File: src/rtl/mult_share_sched.sv
// rtl/mult_share_sched.sv - round-robin scheduler sharing one shift-and-add multiplier
// Grants one requester at a time, runs one partial-product row per cycle, returns product and ID.
module mult_share_sched #(
  parameter  int NREQ = 4,
  parameter  int W    = 8,
  localparam int IDW  = $clog2(NREQ)
) (
  input  logic                clk,
  input  logic                rst_n,
  input  logic [NREQ-1:0]     req_valid,
  output logic [NREQ-1:0]     req_ready,
  input  logic [NREQ*W-1:0]   req_a,
  input  logic [NREQ*W-1:0]   req_b,
  output logic                rsp_valid,
  input  logic                rsp_ready,
  output logic [IDW-1:0]      rsp_id,
  output logic [2*W-1:0]      rsp_product,
  output logic                busy
);

  localparam int CW = (W > 1) ? $clog2(W) : 1;

  typedef enum logic [1:0] {S_IDLE, S_RUN, S_DONE} state_t;

  state_t           state_q, state_d;
  logic [W-1:0]     a_q, a_d;
  logic [W-1:0]     b_q, b_d;
  logic [2*W-1:0]   acc_q, acc_d;
  logic [CW-1:0]    cnt_q, cnt_d;
  logic [IDW-1:0]   id_q, id_d;
  logic [IDW-1:0]   last_q, last_d;
  logic             busy_q;

  logic             gnt_found;
  logic [IDW-1:0]   gnt_idx;
  logic [IDW-1:0]   cand;
  logic [2*W-1:0]   pp;

  // Cyclic search starting just after the previous winner.
  always_comb begin
    gnt_found = 1'b0;
    gnt_idx   = '0;
    cand      = '0;
    for (int k = 1; k <= NREQ; k++) begin
      cand = IDW'((int'(last_q) + k) % NREQ);
      if (!gnt_found && req_valid[cand]) begin
        gnt_found = 1'b1;
        gnt_idx   = cand;
      end
    end
  end

  assign pp = {{W{1'b0}}, a_q & {W{b_q[cnt_q]}}} << cnt_q;

  always_comb begin
    state_d   = state_q;
    a_d       = a_q;
    b_d       = b_q;
    acc_d     = acc_q;
    cnt_d     = cnt_q;
    id_d      = id_q;
    last_d    = last_q;
    req_ready = '0;
    case (state_q)
      S_IDLE: begin
        if (gnt_found) begin
          req_ready[gnt_idx] = rst_n;
          a_d     = req_a[gnt_idx*W +: W];
          b_d     = req_b[gnt_idx*W +: W];
          id_d    = gnt_idx;
          last_d  = gnt_idx;
          acc_d   = '0;
          cnt_d   = '0;
          state_d = S_RUN;
        end
      end
      S_RUN: begin
        acc_d = acc_q + pp;
        // cnt holds at W-1 on the final row instead of wrapping.
        if (cnt_q == CW'(W - 1)) begin
          state_d = S_DONE;
        end else begin
          cnt_d = cnt_q + 1'b1;
        end
      end
      S_DONE: begin
        if (rsp_ready) begin
          state_d = S_IDLE;
        end
      end
      default: state_d = S_IDLE;
    endcase
  end

  always_ff @(posedge clk or negedge rst_n) begin
    if (!rst_n) begin
      state_q <= S_IDLE;
      a_q     <= '0;
      b_q     <= '0;
      acc_q   <= '0;
      cnt_q   <= '0;
      id_q    <= '0;
      last_q  <= IDW'(NREQ - 1);
      busy_q  <= 1'b0;
    end else begin
      state_q <= state_d;
      a_q     <= a_d;
      b_q     <= b_d;
      acc_q   <= acc_d;
      cnt_q   <= cnt_d;
      id_q    <= id_d;
      last_q  <= last_d;
      busy_q  <= (state_d != S_IDLE);
    end
  end

  assign rsp_valid   = (state_q == S_DONE);
  assign rsp_product = acc_q;
  assign rsp_id      = id_q;
  assign busy        = busy_q;

endmodule

File: config.mk
export PLATFORM = sky130hd
export DESIGN_NAME = mult_share_sched
export DESIGN_NICKNAME = d
export VERILOG_FILES = /design/src/rtl/mult_share_sched.sv
export SDC_FILE = /design/constraint.sdc
export NUM_CORES = 1
export LEC_CHECK = 0
export BUFFER_PORTS_ARGS = -buffer_cell sky130_fd_sc_hd__buf_2
export CAP_MARGIN = 20
export CORE_AREA = 2 2 94 96
export CTS_CLUSTER_SIZE = 28
export DETAILED_ROUTE_END_ITERATION = 10
export DIE_AREA = 0 0 96 98
export PLACE_DENSITY = 0.66
export SLEW_MARGIN = 25
export SYNTH_ARGS = -nofsm -noshare
export SYNTH_HDL_FRONTEND = slang
export SYNTH_SLANG_ARGS = --single-unit
File: constraint.sdc
create_clock -name clk -period 6 [get_ports clk]
set_input_delay 0.9 -clock clk [delete_from_list [all_inputs] [get_ports clk]]
set_output_delay 0.9 -clock clk [all_outputs]
set_load 0.05 [all_outputs]
After elaboration in Yosys (flattened, before gate mapping)
Index checks and enable logic that the tools add are counted.
{"block": "totals", "register_bits": 42, "inputBits": 71}
{"block": "op_classes", "n_bitwise": 2, "n_eq_ne": 5, "n_shift": 3, "mux": 31, "order_cmp": 7, "n_addsub": 6, "reduce_logical": 13}
{"cell": "$shiftx A32 B6 Y8", "count": 2}
{"cell": "$pmux W16 S2", "count": 1}
{"cell": "$add A16 B16 Y16", "count": 1}
{"cell": "$mux W16", "count": 1}
{"cell": "$shl A8 B3 Y16", "count": 1}
{"cell": "$lt A2 B3 Y1 const B", "count": 5}
{"cell": "$mux W2", "count": 7}
{"cell": "$mux W1", "count": 10}
{"cell": "$and A8 B8 Y8", "count": 1}
{"cell": "$bmux W1 S2", "count": 4}
{"cell": "$mux W4", "count": 2}
{"cell": "$mux W3", "count": 2}
{"cell": "$pmux W2 S3", "count": 1}
{"cell": "$pmux W3 S2", "count": 1}
{"cell": "$add A2 B1 Y2 const B", "count": 2}
{"cell": "$add A2 B2 Y2 const B", "count": 2}
{"cell": "$and A4 B4 Y4", "count": 1}
{"cell": "$logic_and A1 B1 Y1", "count": 4}
{"cell": "$lt A3 B4 Y1 const B", "count": 1}
{"cell": "$ne A2 B2 Y1 const B", "count": 2}
{"cell": "$reduce_and A2 Y1", "count": 2}
{"cell": "$reduce_bool A2 Y1", "count": 2}
{"cell": "$add A3 B1 Y3 const B", "count": 1}
{"cell": "$bmux W1 S3", "count": 1}
{"cell": "other kinds (8)", "count": 10}

Depth between registers and ports, before layout
Gate-level depths: netlist of the first run.
{"block": "depth", "ltp_word": 20, "depth_mapped": 16}

Least setup slack after synthesis of the first run
Ideal clock, no wire load.
{"block": "synth_path", "kind": "reg2reg", "startpoint": "register cnt_q[0]", "endpoint": "register acc_q[14], in the netlist rsp_product[14]", "required_ns": 5.879, "path_buffers": 3, "stages_incl_launch_ff": 15, "setup_slack_ns": 2.582, "arrival_time_ns": 3.297, "synth_period_minus_slack_ns": 3.418, "cell_sequence": "dfrtp_1 -> clkbuf_1 -> mux4_2 -> nand2b_1 -> and2_1 -> clkbuf_1 -> nor2_1 -> ha_1 -> buf_6 -> a21o_1 -> a21o_1 -> or4b_4 -> o21ai_2 -> xnor2_1 -> a22o_1"}
{"block": "synth_between", "elab_chain_cells": 6}
{"item": "from (decl)", "line": "29", "rtl": "logic [CW-1:0] cnt_q, cnt_d;"}
{"item": "from (signal assigned)", "line": "110", "rtl": "cnt_q <= cnt_d;"}
{"item": "$bmux W1 S3", "line": "53", "rtl": "assign pp = {{W{1'b0}}, a_q & {W{b_q[cnt_q]}}} << cnt_q;"}
{"item": "$mux W1 (implied by the code)", "line": "53"}
{"item": "$and A8 B8 Y8", "line": "53"}
{"item": "$shl A8 B3 Y16 *", "line": "53"}
{"item": "$add A16 B16 Y16 *", "line": "78", "rtl": "acc_d = acc_q + pp;"}
{"item": "$pmux W16 S2 *", "line": "64", "rtl": "case (state_q)"}
{"item": "to (signal assigned)", "line": "100", "rtl": "acc_q <= '0;"}
{"item": "to (signal assigned)", "line": "109", "rtl": "acc_q <= acc_d;"}
{"item": "to (decl)", "line": "28", "rtl": "logic [2*W-1:0] acc_q, acc_d;"}
Mark *: on every way between the ends. The rest lies on a longest branch, timed or not. The select of a mux whose other input is x is not followed.
A chain may end at the register's enable or synchronous reset.

Worst setup path after layout of the first run
Same ends and word-level chain as after synthesis.

==> results.ini, run 1 <==
[status]
status=complete, no violations

[global_route]
grt_pass1_wl_um=13370
grt_usage=0.1761
antenna_found_initial=0
grt_pass1_vias=2883
grt_max_degree=45
gr-total-overflow=0

[floorplan]
die_x_um=96
die_area_um2=9408
start_util=0.3892
die_y_um=98
coreArea_um2=8466
ios=95
rows=34

[setup_path]
crit_path_max_incr_delay_ps=740
path_common_cell=a21o_1
crit_type=reg2reg
cp_data_arrival_time_ps=3850
worst_path_max_delay_cell=dfrtp_1
start_kind=flip-flop
path_max_fanout=17
crit_family=simple AND/OR/NAND/NOR gates
required_ps=6190
path_buf_inv=0
path_cells=mux4_2 -> nand2b_1 -> and2_1 -> nor2_1 -> ha_1 -> a21o_1 -> a21o_1 -> or4b_4 -> o21ai_2 -> xnor2_1 -> a22o_1
worstSetupEndpointType=flip-flop

[sta]
finalHoldViolations=0
postLayoutSetupSlackWorst_ps=2334
fmax_mhz=272.8
fin_crit_ps=3666
period_share=0.6110
final-setup-viol-count=0
tightest_slew_ps=922.2
skew_ps=4.549
relSlewSlack=0.3852
tns_ps=0
rsz0062_at_grt=no
slew_viol_final=0

[cts]
ctsHoldBuffers=0
cts_buffers=5
insertion_delay_ps=300
clock_sinks=42
postCtsResizedCells=0
cts.path.max_buffers=2
postCtsSetupBuffers=0
clock-root-buffer=clkbuf_8
htreeDepth=2
cts_tree=built
path_clk_slew_ps=80

[power]
p_leak_nw=1.891
swShare=0.4951
p_sw_mw=1.172
combPwrFrac=0.654
seqPwrFrac=0.251
peakVddDrop_v=0.0002452
power-per-cell-area_nw_per_um2=607.6
power.internal_mw=1.195
p_clk_frac=0.095

[min_path]
hold_path_class=reg2reg

[detailed_routing]
drt_iter0_markers=166
dr.pass1.iters=4
postRouteAntennaNets=0
drc=0
routed_wl_um=7932
vias=2989
vias_per_cell=5.376
wl_per_cell_um=14.27

[logic_synthesis]
synth-async-reset-ratio=1.000
yosys_warnings=0
ys_ff_latch=42
avgSynthCellArea_um2=8.928
synth_enable_flop_cells=0
synthCells=369
synth_area_um2=3294
synth_top_area_share=0.3038
synthesis.nets=459
yosys.area.top_type=dfrtp_1
yosys-top-cells-area=dfrtp_1 (30%), mux2i_1 (7.6%), ha_1 (6.8%), mux2_2 (6.8%), a21oi_1 (4.4%)
synth.distinct_cells=50
ys_seq_area_frac=0.3198
synth_flop_cell=dfrtp_1

[place]
place_ws_ps=2344
io_buffer_count=94
gp_congestion=0.8781
dpl.hpwl_um=6215

[layout]
nets=537
diodes=0
drive_gt1_frac=0.2924
area_delta_synth_final_pct=18.27

[flow_run]
maxCapViolCount=0

==> kinds of logic after synthesis <==
group | synth area share
adder cells (fa/ha/maj) | 0.07444
AND/OR/NAND/NOR | 0.1542
multiplexers | 0.1512
buffers and inverters | 0.04823
AO/OA/AOI/OAI | 0.2256
XOR/XNOR | 0.02659
flip-flops | 0.3198
==> stage by stage <==
step | cell area, um2 | util | instances | hold slack (ps) | power, mW
6_report | 3896 | 0.4602 | 556 | 490.7 | 2.367
3_5_place_dp | 3782 | 0.4468 | 548 | 466.4 | 2.147
2_1_floorplan | 3294 | - | 369 | 479.1 | 1.864
3_3_place_gp | 3782 | 0.4468 | 548 | 476.4 | 2.106
4_1_cts | 3891 | 0.4597 | 556 | 493.2 | 2.373
5_1_grt | 3896 | 0.4602 | 556 | 506.0 | 2.581
==> cell type report <==
class	instances	area (um2)
well taps	108	135.1
flip-flops and latches	42	1054
repair buffers	95	480.5
clock inverters	3	40.04
fillers	811	4569
multi-input cells	294	2085
clock buffers	5	68.82
inverters	9	33.78
==> state kept, by name, indices dropped and copies added, names as in the netlist <==
register and flops:
a_q 8, b_q 8, busy 1, cnt_q 3, last_q 2, rsp_id 2
rsp_product 16, state_q 2
==> synth_stat cells (2+ instances only) <==
library cell / instances
dfrtp_1: 40
nor2_1: 33
a21oi_1: 29
nand2_1: 28
o21ai_0: 27
mux2i_1: 25
mux2_2: 20
a22oi_1: 19
ha_1: 18
clkbuf_1: 13
a22o_1: 11
nor2b_1: 9
inv_1: 8
xnor2_1: 8
nand3_1: 7
nand2b_1: 6
a21o_1: 5
a31oi_1: 5
nor3_1: 5
nand4_1: 4
a211oi_1: 3
buf_2: 3
buf_6: 3
nand3b_1: 3
o21a_1: 3
or3_1: 3
a2111o_1: 2
and2_1: 2
buf_1: 2
buf_4: 2
dfstp_2: 2
nand4b_1: 2
xor2_1: 2
==> power groups by stage <==
| stage | Sequential (mW) | Combinational, mW | Clock [mW] |
|---|---|---|---|
| after floorplan | 0.708 | 1.16 | 0 |
| after global placement | 0.596 | 1.51 | 0 |
| after detailed placement | 0.600 | 1.55 | 0 |
| after CTS | 0.595 | 1.55 | 0.228 |
| after global routing | 0.621 | 1.72 | 0.238 |
| final | 0.594 | 1.55 | 0.225 |
==> worst paths after layout <==
kind	from	endpoint	slack [ps]	cells past startpoint
setup / recovery	cnt_q[0]	rsp_product[14]	2330	11
min in group asynchronous	rst_n	b_q[7]	580	1
hold / removal	rsp_product[15]	rsp_product[15]	490	1
hold reg to reg	rsp_product[15]	rsp_product[15]	490	1
setup reg to reg	cnt_q[0]	rsp_product[14]	2330	11
max in group asynchronous	rst_n	rsp_product[14]	5050	1
==> placed cells by master, fill, tap and decap left out, types with 3 or more instances in the layout <==
master / n
a211oi_1: 3
nand2_1: 28
nor2b_1: 9
a22o_1: 11
nand2b_1: 6
o21ai_0: 27
xnor2_1: 8
o21a_1: 3
nand4_1: 4
nor2_1: 32
nor3_1: 5
a22oi_1: 19
nand3b_1: 3
mux2i_1: 25
ha_1: 18
dfrtp_1: 40
a21o_1: 5
or3_1: 3
nand3_1: 7
mux2_2: 20
inv_1: 8
a31oi_1: 5
buf_2: 93
a21oi_1: 29
clkbuf_8: 5
==> per-layer routing <==
layer	vias up	GRT usage	wire length (um)
li1	1518	-	-
met3	10	0.03627	461
met1	1361	0.2390	3753
met2	100	0.2842	3610
met4	0	0.04615	106
met5	-	0	0
(Power assumes the default switching activity.)
==> run 2, diff against run 1 <==
Clock period 6 ns to 3.82 ns, I/O delays scaled along.
==> run 2 against run 1 <==
Sequential power rose by 49%. Die area did not move. Largest power group unchanged. Maximum frequency rose by 13%. Highest routed layer unchanged. Utilization rose by 0.43 points. Setup slack got worse by 1800 ps. Design area rose by 0.93%. Routed wire length rose by 1.5%. Combinational power rose by 63%. Critical endpoint unchanged. Critical path type unchanged.
==> results.ini, run 2 (synthesis results as in run 1) <==
[detailed_routing]
routed_wl_um=8048
drc=0
wl_per_cell_um=14.35
dr.pass1.iters=4
drt_iter0_markers=110
postRouteAntennaNets=0
vias=3058
vias_per_cell=5.451

[sta]
fmax_mhz=308.1
period_share=0.8496
rsz0062_at_grt=no
relSlewSlack=0.5129
tightest_slew_ps=725.0
fin_crit_ps=3245
final-setup-viol-count=0
finalHoldViolations=0
skew_ps=4.773
tns_ps=0
slew_viol_final=0

[cts]
clock_sinks=42
clock-root-buffer=clkbuf_8
postCtsSetupBuffers=0
path_clk_slew_ps=80
ctsHoldBuffers=0
cts_buffers=5
cts.path.max_buffers=2
cts_tree=built
insertion_delay_ps=290
htreeDepth=2
postCtsResizedCells=0

[global_route]
antenna_found_initial=0
gr-total-overflow=0
grt_max_degree=42
grt_pass1_wl_um=13480
grt_pass1_vias=2824
grt_usage=0.1755

[status]
status=complete, no violations

[place]
place_area_um2=3820
gp_congestion=0.9219
dpl.hpwl_um=6386
io_buffer_count=94

[power]
p_sw_mw=1.858
combPwrFrac=0.671
peakVddDrop_v=0.0003188
seqPwrFrac=0.236
p_leak_nw=1.907
p_clk_frac=0.094
finalPower_mw=3.760
power.internal_mw=1.902
power-per-cell-area_nw_per_um2=956.0
swShare=0.4942

[floorplan]
die_y_um=98
die_area_um2=9408
rows=34
ios=95
start_util=0.3892
die_x_um=96
coreArea_um2=8466

[setup_path]
worstSetupEndpointType=flip-flop
crit_start=cnt_q[0]
required_ps=4010
rr_startpoint=cnt_q[0]
crit_type=reg2reg
path_max_fanout=10
start_kind=flip-flop
cp_data_arrival_time_ps=3430

[layout]
final_common_cell=buf_2
multi_input_area_um2=2085
fillers=805
register_area_um2=1054
utilization=0.4645
largest_reg_flops=16
nets=542
drive_gt1_frac=0.2980
diodes=0
final_area_um2=3933
area_delta_synth_final_pct=19.37
most-common-layout-cells=buf_2 (94), dfrtp_1 (40), nor2_1 (32)

[flow_run]
maxCapViolCount=0

[min_path]
hold_path_class=in2async

[run 2: area by class of cell]
| cell class | instances | share of cell area |
|---|---|---|
| multi-input combinational | 294 | 0.5301 |
| sequential | 42 | 0.2679 |
| timing repair buffer | 100 | 0.1311 |
| tap | 108 | 0.03436 |
| clock buffer | 6 | 0.01845 |
| clock inverter | 2 | 0.009545 |
| inverter | 9 | 0.008591 |
[run 2: final timing paths]
path,end,cells past startpoint,slack (ps)
min in group clk,rsp_product[15],1,490
worst max register to register,rsp_product[14],11,570
worst min-delay path,rsp_id[0],1,50
worst max-delay path,rsp_product[14],11,570
max in group asynchronous,last_q[1],2,3070
worst min register to register,rsp_product[15],1,490
[run 2: worst max-delay path, stage by stage, from the launching register on]
cell	delay (ps)
dfrtp_1	380
mux4_2	520
nand2b_1	170
and2_1	270
nor2_1	90
ha_1	390
a21o_1	230
a21o_1	210
or4b_4	490
o21ai_2	130
xnor2_1	70
a22o_1	190
[run 2: through the flow]
stage               worst slack (ps)  hold slack [ps]  std cells
CTS                            577.1            45.73        561
floorplan                      401.6            277.4        369
finish                         574.5            53.37        561
global route                   391.9            46.79        561
detailed placement             578.9            369.3        553
global placement               664.9            370.5        553
[run 2: power by group through the flow]
stage | Combinational (mW) | Sequential [mW] | Clock, mW
finish | 2.52 | 0.886 | 0.353
detailed placement | 2.51 | 0.895 | 0
global placement | 2.46 | 0.891 | 0
global route | 2.80 | 0.915 | 0.378
CTS | 2.52 | 0.886 | 0.362
floorplan | 1.82 | 1.11 | 0
[run 2: routing by layer]
layer | vias up | wire, um | GRT usage | part of all wire
li1 | 1531 | - | - | -
met5 | - | 0 | 0 | 0
met4 | 0 | 109 | 0.04396 | 0.014
met1 | 1382 | 3717 | 0.2472 | 0.46
met2 | 132 | 3664 | 0.2762 | 0.46
met3 | 13 | 557 | 0.03318 | 0.069
